## src/rtl/rsa_pkg.sv

```systemverilog
// Shared definitions for the RSA accelerator exponentiation blocks.
package rsa_pkg;

    localparam int unsigned MODEXP_WIDTH = 32;

    typedef enum logic [2:0] {
        IDLE = 3'd0,
        FIND = 3'd1,
        RED  = 3'd2,
        SQR  = 3'd3,
        MUL  = 3'd4,
        DONE = 3'd5
    } modexp_state_t;

endpackage

```

## src/rtl/mod_mul_serial.sv

```systemverilog
// Serial interleaved shift-add modular multiplier: p = (a * b) % m, a < m.
// One b bit per cycle, MSB first; 1 load cycle + WIDTH iteration cycles.
module mod_mul_serial
    import rsa_pkg::*;
#(
    parameter int unsigned WIDTH = MODEXP_WIDTH
) (
    input  logic             clk,
    input  logic             rstn,
    input  logic             start,
    input  logic [WIDTH-1:0] a,
    input  logic [WIDTH-1:0] b,
    input  logic [WIDTH-1:0] m,
    output logic [WIDTH-1:0] p,
    output logic             done
);

    localparam int unsigned CW = $clog2(WIDTH);

    logic [WIDTH-1:0] a_q;
    logic [WIDTH-1:0] b_q;
    logic [WIDTH-1:0] m_q;
    logic [CW-1:0]    cnt;
    logic             active;
    logic [WIDTH:0]   dbl;
    logic [WIDTH:0]   acc;

    // One iteration: double with conditional subtract, then conditional add with subtract.
    always_comb begin
        dbl = {p, 1'b0};
        if (dbl >= {1'b0, m_q}) dbl = dbl - {1'b0, m_q};
        acc = dbl;
        if (b_q[WIDTH-1]) acc = dbl + {1'b0, a_q};
        if (acc >= {1'b0, m_q}) acc = acc - {1'b0, m_q};
    end

    // Operand load on start, then WIDTH iterations; done pulses with the final product.
    always_ff @(posedge clk or negedge rstn) begin
        if (!rstn) begin
            a_q    <= '0;
            b_q    <= '0;
            m_q    <= '0;
            p      <= '0;
            cnt    <= '0;
            active <= 1'b0;
            done   <= 1'b0;
        end else begin
            done <= 1'b0;
            if (start) begin
                a_q    <= a;
                b_q    <= b;
                m_q    <= m;
                p      <= '0;
                cnt    <= CW'(WIDTH - 1);
                active <= 1'b1;
            end else if (active) begin
                p   <= WIDTH'(acc);
                b_q <= b_q << 1;
                cnt <= cnt - 1'b1;
                if (cnt == '0) begin
                    active <= 1'b0;
                    done   <= 1'b1;
                end
            end
        end
    end

endmodule

```

## src/rtl/lr_binary_modexp.sv

```systemverilog
// Left-to-right binary modular exponentiation with a start/busy/done handshake.
module lr_binary_modexp
    import rsa_pkg::*;
#(
    parameter int unsigned WIDTH = MODEXP_WIDTH
) (
    input  logic             clk,
    input  logic             rstn,
    input  logic             start,
    input  logic [WIDTH-1:0] base,
    input  logic [WIDTH-1:0] exp,
    input  logic [WIDTH-1:0] modulus,
    output logic             busy,
    output logic             done,
    output logic [WIDTH-1:0] result,
    output logic             err
);

    localparam int unsigned IW = $clog2(WIDTH);

    modexp_state_t    state;
    logic [WIDTH-1:0] base_q;
    logic [WIDTH-1:0] exp_q;
    logic [WIDTH-1:0] mod_q;
    logic [WIDTH-1:0] y_q;
    logic [IW-1:0]    bit_i;
    logic [IW-1:0]    msb_idx;

    logic             mul_start;
    logic [WIDTH-1:0] mul_a;
    logic [WIDTH-1:0] mul_b;
    logic [WIDTH-1:0] mul_p;
    logic             mul_done;

    // Priority encoder: index of the most significant set exponent bit.
    always_comb begin
        msb_idx = '0;
        for (int unsigned j = 0; j < WIDTH; j++) begin
            if (exp_q[j]) msb_idx = j[IW-1:0];
        end
    end

    // The multiplier's held product is the running r. The next multiply is
    // launched in the same cycle the previous one reports done, feeding its
    // product straight back, so each multiply costs exactly WIDTH+1 cycles.
    always_comb begin
        mul_start = 1'b0;
        mul_a     = mul_p;
        mul_b     = mul_p;
        case (state)
            FIND: begin
                if (mod_q > WIDTH'(1) && exp_q != '0) begin
                    mul_start = 1'b1;
                    mul_a     = WIDTH'(1);
                    mul_b     = base_q;
                end
            end
            RED, SQR, MUL: begin
                if (mul_done) begin
                    if (state == SQR && exp_q[bit_i]) begin
                        mul_start = 1'b1;
                        mul_b     = y_q;
                    end else if (bit_i != '0) begin
                        mul_start = 1'b1;
                    end
                end
            end
            default: ;
        endcase
    end

    mod_mul_serial #(.WIDTH(WIDTH)) u_mul (
        .clk   (clk),
        .rstn  (rstn),
        .start (mul_start),
        .a     (mul_a),
        .b     (mul_b),
        .m     (mod_q),
        .p     (mul_p),
        .done  (mul_done)
    );

    // Control FSM with registered handshake outputs and result.
    always_ff @(posedge clk or negedge rstn) begin
        if (!rstn) begin
            state  <= IDLE;
            base_q <= '0;
            exp_q  <= '0;
            mod_q  <= '0;
            y_q    <= '0;
            bit_i  <= '0;
            busy   <= 1'b0;
            done   <= 1'b0;
            result <= '0;
            err    <= 1'b0;
        end else begin
            done <= 1'b0;
            case (state)
                IDLE: begin
                    if (start) begin
                        base_q <= base;
                        exp_q  <= exp;
                        mod_q  <= modulus;
                        err    <= 1'b0;
                        busy   <= 1'b1;
                        state  <= FIND;
                    end
                end
                FIND: begin
                    bit_i <= msb_idx;
                    if (mod_q == '0) begin
                        result <= '0;
                        err    <= 1'b1;
                        done   <= 1'b1;
                        state  <= DONE;
                    end else if (mod_q == WIDTH'(1)) begin
                        result <= '0;
                        done   <= 1'b1;
                        state  <= DONE;
                    end else if (exp_q == '0) begin
                        result <= WIDTH'(1);
                        done   <= 1'b1;
                        state  <= DONE;
                    end else begin
                        state <= RED;
                    end
                end
                RED, SQR, MUL: begin
                    if (mul_done) begin
                        if (state == RED) y_q <= mul_p;
                        if (state == SQR && exp_q[bit_i]) begin
                            state <= MUL;
                        end else if (bit_i == '0) begin
                            result <= mul_p;
                            done   <= 1'b1;
                            state  <= DONE;
                        end else begin
                            bit_i <= bit_i - 1'b1;
                            state <= SQR;
                        end
                    end
                end
                DONE: begin
                    busy  <= 1'b0;
                    state <= IDLE;
                end
                default: state <= IDLE;
            endcase
        end
    end

endmodule

```

## config.mk

```make
export PLATFORM = sky130hd
export DESIGN_NAME = lr_binary_modexp
export DESIGN_NICKNAME = d
export VERILOG_FILES = /design/src/rtl/rsa_pkg.sv /design/src/rtl/mod_mul_serial.sv /design/src/rtl/lr_binary_modexp.sv
export SDC_FILE = /design/constraint.sdc
export NUM_CORES = 1
export LEC_CHECK = 0
export CAP_MARGIN = 30
export CORE_MARGIN = 1.5
export CORE_UTILIZATION = 32
export DETAILED_ROUTE_END_ITERATION = 8
export PLACE_DENSITY_LB_ADDON = 0.12
export RECOVER_POWER = 50
export SLEW_MARGIN = 20
export SYNTH_ARGS = -nofsm -noshare
export SYNTH_HDL_FRONTEND = slang
export SYNTH_SLANG_ARGS = --single-unit
```

## constraint.sdc

```tcl
create_clock -name clk -period 9.2 [get_ports clk]
set_clock_uncertainty 0.2 [all_clocks]
set_input_delay 1.84 -clock clk [delete_from_list [all_inputs] [get_ports clk]]
set_output_delay 1.84 -clock clk [all_outputs]
set_load 0.1 [all_outputs]
```

# Word level (Yosys, flattened, before mapping)
# Cells that the tools add are included.
[totals] reg_bits=306 input_bits=99 word_cells=150 out_inout_bits=35
[op_classes] addsub=5 magnitude_cmp=4 reduce_logical=21 eq_ne=13 mux=90
[ops] op="$mux W32" n=16
[ops] op="$mux W5" n=34
[ops] op="$pmux W32 S2" n=2
[ops] op="$ge A33 B32 Y1" n=2
[ops] op="$mux W33" n=2
[ops] op="$logic_not A32 Y1" n=2
[ops] op="$add A33 B32 Y33" n=1
[ops] op="$sub A33 B32 Y33" n=1
[ops] op="$eq A32 B1 Y1 const B" n=1
[ops] op="$gt A32 B1 Y1 const B" n=1
[ops] op="$reduce_bool A32 Y1" n=1
[ops] op="$sub A32 B32 Y32" n=1
[ops] op="$mux W1" n=21
[ops] op="$mux W3" n=7
[ops] op="$logic_not A5 Y1" n=2
[ops] op="$ne A2 B2 Y1 const B" n=5
[ops] op="$pmux W5 S2" n=1
[ops] op="$sub A5 B1 Y5 const B" n=2
[ops] op="$pmux W3 S3" n=1
[ops] op="$pmux W1 S2" n=4
[ops] op="$reduce_bool A2 Y1" n=4
[ops] op="$eq A3 B2 Y1 const B" n=2
[ops] op="$eq A3 B3 Y1 const B" n=2
[ops] op="$lt A5 B6 Y1 const B" n=1
[ops] op="13 further kinds" n=17

# Logic depth before layout (Yosys ltp)
[logic_depth] depth_word=32 ltp_mapped=36 depth_no_buf=32

# Cells and area by module
# A second synthesis with hierarchy kept.
[unflattened] hier_cells=2123 area_unflattened_um2=20118.0
[modules_own_cells] module="mod_mul_serial" seq_area_each_um2=3378.2 n_inst=1 area_per_inst_um2=11775.0 cells_each=1389
[modules_own_cells] module="lr_binary_modexp" seq_area_each_um2=4279.1 n_inst=1 area_per_inst_um2=8343.0 cells_each=734

# Worst setup path after synthesis
# No wires, ideal clock.
[synth_timing] path_kind="reg2reg" from="register u_mul.m_q[1]" to="register u_mul.p[26]" slack_ps=2135 stages_incl_launch_ff=32 path_buffers=1 required_time_ps=8918 synth_period_minus_slack_ps=7065 t_arrival_ps=6783 setup_time_ps=82 cell_sequence="dfrtp_1 -> inv_1 -> ha_1 -> nor2b_1 -> o31a_1 -> o2111a_1 -> nor3b_4 -> a211oi_1 -> or3_4 -> buf_2 -> mux2_2 -> ha_1 -> o21a_1 -> o21a_1 -> a32oi_1 -> nand2b_1 -> a21o_1 -> a21o_1 -> a21oi_1 -> xor2_1 -> a21oi_1 -> ha_1 -> and3_1 -> a221o_1 -> a21oi_1 -> o21ai_0 -> a31oi_1 -> o21ai_0 -> o41ai_1 -> xnor2_1 -> nand2_1 -> a31oi_1"
[synth_between] elab_chain_len=8 word_cells_on_any_way=10 classes_between="add/sub (3); order compare (2); mux (5)"
[synth_rtl] element="start: declaration" line="mod_mul_serial.sv:22" text="logic [WIDTH-1:0] m_q;"
[synth_rtl] element="start signal: assignment" line="mod_mul_serial.sv:52" text="m_q <= m;"
[synth_rtl] element="$sub A33 B32 Y33 or $ge A33 B32 Y1 (tied branches)" line="mod_mul_serial.sv:31" text="if (dbl >= {1'b0, m_q}) dbl = dbl - {1'b0, m_q};"
[synth_rtl] element="$mux W33" line="mod_mul_serial.sv:31"
[synth_rtl] element="$add A33 B32 Y33" line="mod_mul_serial.sv:33" text="if (b_q[WIDTH-1]) acc = dbl + {1'b0, a_q};"
[synth_rtl] element="$mux W33" line="mod_mul_serial.sv:33"
[synth_rtl] element="$sub A32 B32 Y32 or $ge A33 B32 Y1 (tied branches)" line="mod_mul_serial.sv:34" text="if (acc >= {1'b0, m_q}) acc = acc - {1'b0, m_q};"
[synth_rtl] element="$mux W32 *" line="mod_mul_serial.sv:34"
[synth_rtl] element="$mux W32 *" line="mod_mul_serial.sv:56" text="end else if (active) begin"
[synth_rtl] element="$mux W32 *" line="mod_mul_serial.sv:49" text="if (start) begin"
[synth_rtl] element="end signal: assignment" line="mod_mul_serial.sv:57" text="p <= WIDTH'(acc);"
[synth_rtl] element="end: declaration" line="mod_mul_serial.sv:14" text="output logic [WIDTH-1:0] p,"
# Mark *: on every way between the ends. The rest lies on a longest branch, timed or not. The select of a mux whose other input is x is not followed.
# A chain may end at the register's enable or synchronous reset.

# Worst setup path after layout
[layout_timing] from="register u_mul.p[9]" to="register u_mul.p[9]"
[layout_between] elab_chain_len=8 word_cells_on_any_way=10 classes_between="add/sub (3); order compare (2); mux (5)"
[layout_rtl] element="$sub A33 B32 Y33 or $ge A33 B32 Y1 (tied branches)" line="mod_mul_serial.sv:31"
[layout_rtl] element="$mux W33 *" line="mod_mul_serial.sv:31"
[layout_rtl] element="$add A33 B32 Y33" line="mod_mul_serial.sv:33"
[layout_rtl] element="$mux W33 *" line="mod_mul_serial.sv:33"
[layout_rtl] element="$ge A33 B32 Y1 or $sub A32 B32 Y32 (tied branches)" line="mod_mul_serial.sv:34"
[layout_rtl] element="$mux W32 *" line="mod_mul_serial.sv:34"
[layout_rtl] element="$mux W32 *" line="mod_mul_serial.sv:56"
[layout_rtl] element="$mux W32 *" line="mod_mul_serial.sv:49"
# Marks and branches as above.

==> reports/metrics.cfg <==
[clock_tree]
postCtsSetupBuffers=0
htreeDepth=2
cts_sinks=306
ctsResizeCount=0
clock_path_buffers=3
cts_tree=built
insertion_delay_ns=0.58
cts_made_buffers=40
clk_pin_slew_worst_paths_ns=0.05
cts-root-buf=clkbuf_16
postCtsHoldBufs=0

[worst_setup_path]
arrival_ns=8.88
cp_top_family=compound AO/OA/AOI/OAI gates
max_stage_delay_ns=0.55
required_ns=9.47
worstReg2RegEnd=u_mul.p[9]
crit_buf_inv=2
reg2reg_slack_ns=0.60
endpoint_kind=register
ff2ff_path_depth=29
start_kind=register
slowest_stage=or3_4
crit_type=reg -> reg
crit_fanout=22
reg2reg_from=u_mul.p[9]

[place]
port_buffers=133
placed_cells_incl_taps=2865
dpl_cell_area_um2=21210
place.gp.congestion=0.9112
hpwl_um=44220

[logic_synthesis]
synth.most_common_cell=dfrtp_1
netlist_instances=2029
synth_top_area_share_pct=40.17
synth_top_area_cell=dfrtp_1
ys_types=84
synth_nets=2230
seq_area_frac_synth_pct=40.17
ys_async_sr_fraction_pct=100.0
ys_ff_latch=306
synth-main-ff-cell=dfrtp_1
synth_warnings=0
synth_area_per_cell_um2=9.395
syn_area_um2=19060
synth_common_cells=306 x dfrtp_1, 295 x nand2_1, 164 x o21ai_0
synth-edff-count=0
synth_area_leaders=dfrtp_1 40%, mux2_2 9.1%, ha_1 6.5%

[sta]
setup_viol=0
finalMaxSlewViolations=229
holdWs_ns=0.2839
tns_ns=0
hold_viol_final=0
worst_pin_slew_ns=5.635
rsz0062_at_grt=false
fin_crit_ns=8.602
fin_crit_sh_pct=93.50
slew_headroom_pct=-275.6
max_clock_freq_mhz=116.3

[route]
drtIter0Drc=981
final_antenna_net_count=0
drt-vias-per-instance=5.423
drc=0
dr.pass1.iters=5
totalWireLength_um=61430
vias=15950
wl_per_cell_um=20.89

[die]
die_y_um=247.1
start_util_pct=32.36
die_x_um=247.1
core_um2=58910
io_pins=134
dieArea_um2=61050
fp-row-count=89

[hold_path]
worstHoldStart=u_mul.a_q[18]
holdPathEnd=u_mul.a_q[18]
holdPathStages=2
min_path_type=reg -> reg

[grt]
grt_max_degree=101
antenna_found_initial=0
grt_overflow=0
grt_pass1_vias=15922
track_usage_pct=20.28
grt_pass1_wl_um=95690

[final_layout]
final_cell_area_um2=22590
multi_input_area_um2=10750
regArea_um2=7661
area_growth_pct=18.50
fin_cells=2941
drive_above_1_share_pct=13.24
nets=2338
n_fill_cell=5901

[outcome]
violations=capacitance limit, slew limit
status=finished, violations left

[flow_run]
cap_violations=6

[final cells by class]
cell class              instances  share of cell area, %
inverters                      68                  1.130
clock buffers                  59                  5.190
diodes                          1                0.01108
multi-input cells            1555                  47.57
flip-flops and latches        306                  33.91
repair buffers                166                  7.195
clock inverters                13                 0.7145
well taps                     773                  4.281
[layout by cell type, fill, tap and decap left out, types with 9 or more instances in the layout]
master           instances
clkbuf_8                10
nand3_1                 58
clkbuf_16               40
xnor2_1                 44
mux2_2                 154
ha_1                    99
nor2_1                  99
nand2b_1                13
a31oi_1                 38
a22o_1                  30
nor4_1                  18
nor2b_1                 13
o211ai_1                16
dfrtp_1                305
nand2_1                294
mux4_2                  10
or3_1                    9
a21o_1                  36
o31a_1                   9
xor2_1                  31
inv_1                   67
o21ai_1                 11
a211oi_1                46
a21oi_1                132
o21ai_0                164
clkdlybuf4s50_1        131
nand4_1                 10
nor3_1                  31
clkbuf_1                14
o21a_1                  24
o21bai_1                12
o31ai_1                  9
buf_4                   23
and2_1                   9
mux2i_1                 40
and3_1                  10
[state kept, by name (all words and copies together) (netlist names), 32 cells and up]
name and count:
base_q 32, u_mul.m_q 32, mod_q 32, y_q 32, u_mul.b_q 32, result 32, u_mul.a_q 32, exp_q 32
u_mul.p 32
[cell families after synthesis]
kind of cell	synth area share (%)
AO/OA/AOI/OAI	19.46
flip-flops	40.17
multiplexers	12.38
XOR/XNOR	3.446
adder cells (fa/ha/maj)	6.813
buffers and inverters	3.603
AND/OR/NAND/NOR	14.13
[routing by layer]
metal | track usage [%] | vias to the layer above | share of wire (%)
met5 | 0 | - | 0
met2 | 32.21 | 356 | 45
met1 | 28.76 | 7881 | 48
li1 | - | 7635 | -
met3 | 2.974 | 78 | 4.5
met4 | 5.093 | 0 | 2.0
[worst reg2reg max path, delay by kind of cell (launching register included)]
family,cells,cell delay (ns)
simple gates,5,1.57
buf+inv,2,0.47
fa+ha+maj,3,1.11
mux,1,0.32
flops,1,0.45
compound gates,17,4.30
xor+xnor,1,0.09
[worst max path at each step]
stage / startpoint / endpoint / slack, ns / cells after the start
2_1_floorplan: u_mul.m_q[1] / u_mul.p[26] / 2.14 / 31
3_5_place_dp: u_mul.m_q[1] / u_mul.p[9] / 0.61 / 30
4_1_cts: u_mul.m_q[1] / u_mul.p[9] / 0.58 / 30
6_report: u_mul.p[9] / u_mul.p[9] / 0.60 / 29
3_3_place_gp: u_mul.p[9] / u_mul.p[13] / 0.76 / 29
5_1_grt: u_mul.p[23] / u_mul.p[11] / 0.03 / 29
[metrics by stage]
step	util, %	setup slack [ns]
final	38.35	0.5983
after global placement	35.97	0.7571
after detailed placement	36.01	0.6053
after floorplan	-	2.135
after global routing	38.34	0.03486
after CTS	38.28	0.5811
Power is not shown: default switching activity piles up to over one toggle a cycle in this logic, so the estimate is an artifact.
